==> src/rtl/ibex_hpm_counter_bank.sv <==
`default_nettype none
// ============================================================================
// Module      : ibex_hpm_counter_bank
// Description : Machine counter/timer bank. Holds mcycle (index 0), minstret
//               (index 2), MHPMCounterNum event counters (indices 3..), the
//               mcountinhibit register and the mhpmevent selectors. Decodes
//               the 0x320-0x33F, 0xB00-0xB1F and 0xB80-0xB9F CSR windows and
//               applies READ/WRITE/SET/CLEAR operations.
// Ports       : clk_i, rst_ni           - clock, async active-low reset
//               csr_access_i/addr/op/wdata - CSR access from the CSR file
//               csr_rdata_o             - combinational read data
//               csr_hit_o               - address lies in one of the windows
//               csr_illegal_o           - hit on an unimplemented index
//               instr_ret_i             - instruction retired strobe
//               event_i                 - event strobes for mhpmcounters
//               ovf_o                   - per-index wrap pulse (one cycle)
// Revision    : 1.0 - initial release
// ============================================================================
module ibex_hpm_counter_bank #(
  parameter int unsigned MHPMCounterNum   = 8,
  parameter int unsigned MHPMCounterWidth = 40,
  parameter int unsigned NumEvents        = 16
) (
  input  logic                 clk_i,
  input  logic                 rst_ni,
  input  logic                 csr_access_i,
  input  logic [11:0]          csr_addr_i,
  input  logic [1:0]           csr_op_i,
  input  logic [31:0]          csr_wdata_i,
  output logic [31:0]          csr_rdata_o,
  output logic                 csr_hit_o,
  output logic                 csr_illegal_o,
  input  logic                 instr_ret_i,
  input  logic [NumEvents-1:0] event_i,
  output logic [31:0]          ovf_o
);

  // csr_op_e encoding
  localparam logic [1:0] c_OP_READ  = 2'd0;
  localparam logic [1:0] c_OP_WRITE = 2'd1;
  localparam logic [1:0] c_OP_SET   = 2'd2;
  localparam logic [1:0] c_OP_CLEAR = 2'd3;

  // Bits kept by an mhpmcounter; everything above the width reads as 0.
  localparam logic [63:0] c_HPM_MASK = {64{1'b1}} >> (64 - MHPMCounterWidth);
  // One bit per implemented mhpmcounter, positioned at its index.
  localparam logic [63:0] c_HPM_BITS = ((64'd1 << MHPMCounterNum) - 64'd1) << 3;
  localparam logic [31:0] c_INH_MASK = c_HPM_BITS[31:0] | 32'h0000_0005;
  localparam logic [31:0] c_HPM_END  = 32'(3 + MHPMCounterNum);

  logic [4:0]  w_idx;
  logic        w_win_setup;
  logic        w_win_lo;
  logic        w_win_hi;
  logic        w_impl;
  logic        w_legal;
  logic [31:0] w_raw;
  logic [31:0] w_wval;
  logic        w_we;

  logic [31:0] r_inhibit;
  logic [63:0] w_cnt     [32];
  logic [31:0] w_evt_ext [32];
  logic [31:0] w_ovf;

  // --------------------------------------------------------------------------
  // Address decode
  // --------------------------------------------------------------------------
  assign w_idx       = csr_addr_i[4:0];
  assign w_win_setup = csr_access_i && (csr_addr_i[11:5] == 7'h19);  // 0x320
  assign w_win_lo    = csr_access_i && (csr_addr_i[11:5] == 7'h58);  // 0xB00
  assign w_win_hi    = csr_access_i && (csr_addr_i[11:5] == 7'h5C);  // 0xB80

  assign w_impl = (w_idx == 5'd0) || (w_idx == 5'd2) ||
                  ((w_idx >= 5'd3) && ({27'd0, w_idx} < c_HPM_END));

  assign csr_hit_o     = w_win_setup || w_win_lo || w_win_hi;
  assign csr_illegal_o = csr_hit_o && !w_impl;
  assign w_legal       = csr_hit_o && w_impl;

  // --------------------------------------------------------------------------
  // Read mux (current state) and write-value computation
  // --------------------------------------------------------------------------
  always_comb begin
    w_raw = '0;
    if (w_win_setup) begin
      if (w_idx == 5'd0) begin
        w_raw = r_inhibit;
      end else begin
        w_raw = w_evt_ext[w_idx];
      end
    end else if (w_win_lo) begin
      w_raw = w_cnt[w_idx][31:0];
    end else if (w_win_hi) begin
      w_raw = w_cnt[w_idx][63:32];
    end
  end

  assign csr_rdata_o = w_legal ? w_raw : 32'd0;

  always_comb begin
    w_wval = csr_wdata_i;
    case (csr_op_i)
      c_OP_SET:   w_wval = w_raw | csr_wdata_i;
      c_OP_CLEAR: w_wval = w_raw & ~csr_wdata_i;
      default:    w_wval = csr_wdata_i;
    endcase
  end

  // SET/CLEAR with a zero operand are treated as pure reads.
  assign w_we = w_legal &&
                ((csr_op_i == c_OP_WRITE) ||
                 (((csr_op_i == c_OP_SET) || (csr_op_i == c_OP_CLEAR)) &&
                  (csr_wdata_i != 32'd0)));

  // --------------------------------------------------------------------------
  // mcountinhibit: a write lands at the clock edge, so the increments in the
  // write cycle still see the old value.
  // --------------------------------------------------------------------------
  always_ff @(posedge clk_i or negedge rst_ni) begin
    if (!rst_ni) begin
      r_inhibit <= '0;
    end else if (w_we && w_win_setup && (w_idx == 5'd0)) begin
      r_inhibit <= w_wval & c_INH_MASK;
    end
  end

  // --------------------------------------------------------------------------
  // Counter slots, one per index
  // --------------------------------------------------------------------------
  for (genvar i = 0; i < 32; i++) begin : g_cnt
    if ((i == 0) || (i == 2) || ((i >= 3) && (i < 3 + MHPMCounterNum))) begin : g_impl
      localparam logic [63:0] c_MASK = (i >= 3) ? c_HPM_MASK : {64{1'b1}};

      logic [63:0] r_cnt;
      logic        r_ovf;
      logic        w_tick;
      logic        w_wr_lo;
      logic        w_wr_hi;

      assign w_wr_lo = w_we && w_win_lo && (w_idx == 5'(i));
      assign w_wr_hi = w_we && w_win_hi && (w_idx == 5'(i));

      if (i == 0) begin : g_cycle
        assign w_tick       = ~r_inhibit[i];
        assign w_evt_ext[i] = 32'd0;
      end else if (i == 2) begin : g_instret
        assign w_tick       = ~r_inhibit[i] & instr_ret_i;
        assign w_evt_ext[i] = 32'd0;
      end else begin : g_hpm
        logic [NumEvents-1:0] r_evt;

        always_ff @(posedge clk_i or negedge rst_ni) begin
          if (!rst_ni) begin
            r_evt <= '0;
          end else if (w_we && w_win_setup && (w_idx == 5'(i))) begin
            r_evt <= w_wval[NumEvents-1:0];
          end
        end

        assign w_tick       = ~r_inhibit[i] & (|(event_i & r_evt));
        assign w_evt_ext[i] = 32'(r_evt);
      end

      // A CSR write wins over the increment and never flags a wrap.
      always_ff @(posedge clk_i or negedge rst_ni) begin
        if (!rst_ni) begin
          r_cnt <= '0;
          r_ovf <= 1'b0;
        end else begin
          r_ovf <= 1'b0;
          if (w_wr_lo) begin
            r_cnt <= {r_cnt[63:32], w_wval} & c_MASK;
          end else if (w_wr_hi) begin
            r_cnt <= {w_wval, r_cnt[31:0]} & c_MASK;
          end else if (w_tick) begin
            r_cnt <= (r_cnt + 64'd1) & c_MASK;
            r_ovf <= (r_cnt == c_MASK);
          end
        end
      end

      assign w_cnt[i] = r_cnt;
      assign w_ovf[i] = r_ovf;
    end else begin : g_unimpl
      assign w_cnt[i]     = 64'd0;
      assign w_ovf[i]     = 1'b0;
      assign w_evt_ext[i] = 32'd0;
    end
  end

  assign ovf_o = w_ovf;

endmodule
`default_nettype wire

==> config.mk <==
export PLATFORM = sky130hd
export DESIGN_NAME = ibex_hpm_counter_bank
export DESIGN_NICKNAME = d
export VERILOG_FILES = /design/src/rtl/ibex_hpm_counter_bank.sv
export SDC_FILE = /design/constraint.sdc
export NUM_CORES = 2
export LEC_CHECK = 0
export CORE_ASPECT_RATIO = 1.1
export CORE_MARGIN = 8
export CORE_UTILIZATION = 50
export DETAILED_ROUTE_END_ITERATION = 16
export PLACE_DENSITY = 0.7
export SYNTH_ARGS = -nofsm -noshare
export SYNTH_HDL_FRONTEND = slang
export SYNTH_SLANG_ARGS = --single-unit
==> constraint.sdc <==
create_clock -name clk_i -period 2.8 [get_ports clk_i]
set_input_delay 0.56 -clock clk_i [delete_from_list [all_inputs] [get_ports clk_i]]
set_output_delay 0.56 -clock clk_i [all_outputs]
set_load 0.1 [all_outputs]
==> out/qor.csv <==
stage,metric,value,unit
clocking,clk_pin_slew,0.06,ns
worst_setup_path,setup.worst_path.start_class,flip-flop,
yosys,synth_edf_count,0,
outcome,status,"complete, but fails checks",
clocking,cts_buffers,71,
worst_setup_path,crit_type,reg -> out,
worst_setup_path,path_cells,"buf_6, mux4_2, a221o_1, a221o_4, buf_12",
global_routing,grt_start_max_net_pins,99,
yosys,ys_async_sr_fraction,1.00,
worst_setup_path,cp_slowest_cell,mux4_2,
drt,vias,45200,
place,placedInstanceArea,0.0517,mm^2
place,hpwl,162,mm
layout,synthToLayoutAreaGrowth,43.0,%
clocking,insertion_delay,0.66,ns
outcome,violations,setup timing,
floorplan,core,0.0802,mm^2
global_routing,antenna_found_initial,13,
global_routing,grt_pass1_wl,303,mm
floorplan,dieArea,0.0901,mm^2
power,swShare,0.289,
floorplan,initial_utilization,0.503,
yosys,synth.area.top_cells,"dfrtp_1 37%, mux2i_1 8.6%, xor2_1 4.7%, nand2_1 3.8%, o21ai_0 3.6%",
clocking,cts-root-buf,clkbuf_16,
layout,finalNetCount,5565,
power,intPower,15.7,mW
power,ir_drop,721,uV
floorplan,fp.dieW,287,um
timing,tightest_slew,1.02,ns
power,p_comb_frac,0.152,
yosys,syn_avg_cell_area,9.12,um^2
global_routing,grt_pass1_vias,43000,
yosys,yosysWarnings,0,
clocking,cts.htree.levels,3,
timing,period_needed,3.46,ns
power,p_switching,6.38,mW
timing,skew,0.0291,ns
worst_setup_path,reg2reg_from,g_cnt[7].g_impl.r_cnt[15],
floorplan,die_height,314,um
timing,finalHoldViolations,0,
yosys,synth_cell_types,104,
place,port_buffers,109,
drt,drt-initial-drc-count,6042,
timing,slew_headroom,0.314,
worst_setup_path,reg2reg_depth,11,
layout,fin_area,0.0577,mm^2
layout,final_util,0.720,
yosys,synthCells,4426,
drt,wirelength,217,mm
power,p_clk_frac,0.444,
timing,rsz0062_at_grt,yes,
timing,slew_violations,0,
worst_setup_path,crit_required,2.24,ns
hold_path,hp-class,in -> async,
drt,vias_per_cell,6.84,
floorplan,rows,109,
worst_setup_path,r2r_slack,-0.08,ns
clocking,cts.sinks,596,
worst_setup_path,cp_max_fo,2,
power,p_leak,25.5,nW
floorplan,io_pins,132,
place,globalplace.congestion,1.12,
global_routing,gr-usage-all-layers,0.459,
power,power.density,383,mW/mm^2
yosys,ys_ff_latch,596,
clocking,clk_path_buf_depth,3,
yosys,yosysTopAreaCell,dfrtp_1,
power,seqPwrFrac,0.404,
clocking,cts_tree,yes,
yosys,syn_area,0.0404,mm^2
yosys,synth_flop_cell,dfrtp_1,
timing,setup_slack,-0.660,ns
worst_setup_path,end_kind,output port,
job,max_cap_violations,0,
drt,drc,0,
worst_setup_path,max_stage_delay,0.55,ns
drt,final_antenna_net_count,0,
drt,drt-pass1-iter-count,7,
worst_setup_path,critPathArrivalTime,2.90,ns
timing,period_share,1.24,
layout,layout-drive-gt1-share,0.332,
yosys,yosys.cell_count.top_type,dfrtp_1,
yosys,synth_top_area_share,0.369,
yosys,ys_seq_area_frac,0.369,
global_routing,overflow,0,
timing,final-setup-viol-count,66,
worst_setup_path,rr_endpoint,g_cnt[5].g_impl.r_cnt[15],
timing,max_freq,0.289,GHz
drt,routedWlPerCell,32.9,um
yosys,synthTopCellsByCount,"596 x dfrtp_1, 407 x nand2_1, 348 x mux2i_1",
power by group through the flow:
stage | Clock [mW] | Sequential (mW) | Combinational [mW]
floorplan | 0 | 9.00 | 1.16
global placement | 0 | 9.05 | 2.86
detailed placement | 0 | 9.06 | 2.86
CTS | 9.84 | 8.91 | 3.07
global route | 10.2 | 8.91 | 3.39
finish | 9.81 | 8.91 | 3.36
state kept, by name, indices dropped and copies added, names as in the netlist:
| name | count |
|---|---|
| r_inhibit | 10 |
| g_cnt.g_impl.r_cnt | 448 |
| g_cnt.g_impl.g_hpm.r_evt | 128 |
| g_cnt.g_impl.r_ovf | 10 |
stage by stage:
step | hold WS, ns | setup TNS (ns) | power, mW | instances | setup WS [ns]
final | 0.457 | -14.40 | 22.1 | 6604 | -0.660
after global routing | 0.470 | -14.75 | 22.5 | 6597 | -0.674
after CTS | 0.440 | -12.14 | 21.8 | 6547 | -0.624
after detailed placement | 0.499 | -474.09 | 11.9 | 6312 | -1.01
after global placement | 0.487 | -477.52 | 11.9 | 6312 | -1.01
after floorplan | 0.264 | -19.82 | 10.2 | 4447 | -0.283
cells in the final DEF (no fill, tap or decap), drive strengths merged, types with 110 or more instances in the layout:
cell    netlist  final
a21oi       159    159
and3        116    116
buf         200   1260
clkbuf      158    110
dfrtp       596    596
mux2i       348    348
nand2       408    408
nand3       227    227
nand4       205    205
nor2        202    202
nor3        116    116
nor4        110    110
o21ai       320    320
xor2        216    216
repair_timing:
action | CTS | global route
resized for setup | 283 | 161
setup endpoints to repair | 534 | 320
endpoints found under the hold margin | 27 | 0
gates cloned | 4 | 7
buffers inserted | 111 | 49
pin swaps | 96 | 74
hold buffers | 1 | 0
cell type report:
| type | instances | area (um^2) |
|---|---|---|
| diodes | 8 | 20.0 |
| clock buffers | 104 | 2100 |
| clock inverters | 22 | 310 |
| fillers | 5946 | 22500 |
| inverters | 77 | 318 |
| multi-input cells | 3416 | 25600 |
| flip-flops and latches | 596 | 14900 |
| well taps | 1054 | 1320 |
| repair buffers | 1327 | 13100 |
cell families (layout without fill, tap and decap cells):
logic type,count (synthesis),in the layout,synth area share
xor gates and xnor gates,308,308,0.0668
muxes,423,423,0.117
AOI/OAI and AO/OA,1004,1004,0.167
and+or+nand+nor,1649,1649,0.222
other,1,30,0.0000929
adders and majority gates,10,10,0.00310
DFF,596,596,0.369
buffers and inverters,435,1530,0.0547
worst max-delay path, delay by kind of cell, from the launching register on:
family | cells | cell delay, ns
buffers and inverters | 2 | 0.32
muxes | 1 | 0.55
AOI/OAI and AO/OA | 2 | 0.94
DFF | 1 | 0.41
per-layer routing:
metal | wire, um | global-route usage
met2 | 91700 | 0.681
met5 | 40 | 0
met1 | 75800 | 0.555
met4 | 22900 | 0.367
met3 | 26600 | 0.130
worst max-delay path by stage:
stage	cells after the start	startpoint	slack [ns]	to
finish	5	g_cnt[4].g_impl.g_hpm.r_evt[11]	-0.66	csr_rdata_o[11]
global route	8	g_cnt[7].g_impl.r_cnt[15]	-0.67	csr_rdata_o[15]
CTS	8	g_cnt[7].g_impl.r_cnt[15]	-0.62	csr_rdata_o[15]
detailed placement	10	csr_wdata_i[23]	-1.01	g_cnt[8].g_impl.r_cnt[28]
global placement	10	csr_wdata_i[23]	-1.01	g_cnt[8].g_impl.r_ovf
floorplan	10	csr_addr_i[0]	-0.28	csr_rdata_o[28]
(Power assumes the default switching activity.)
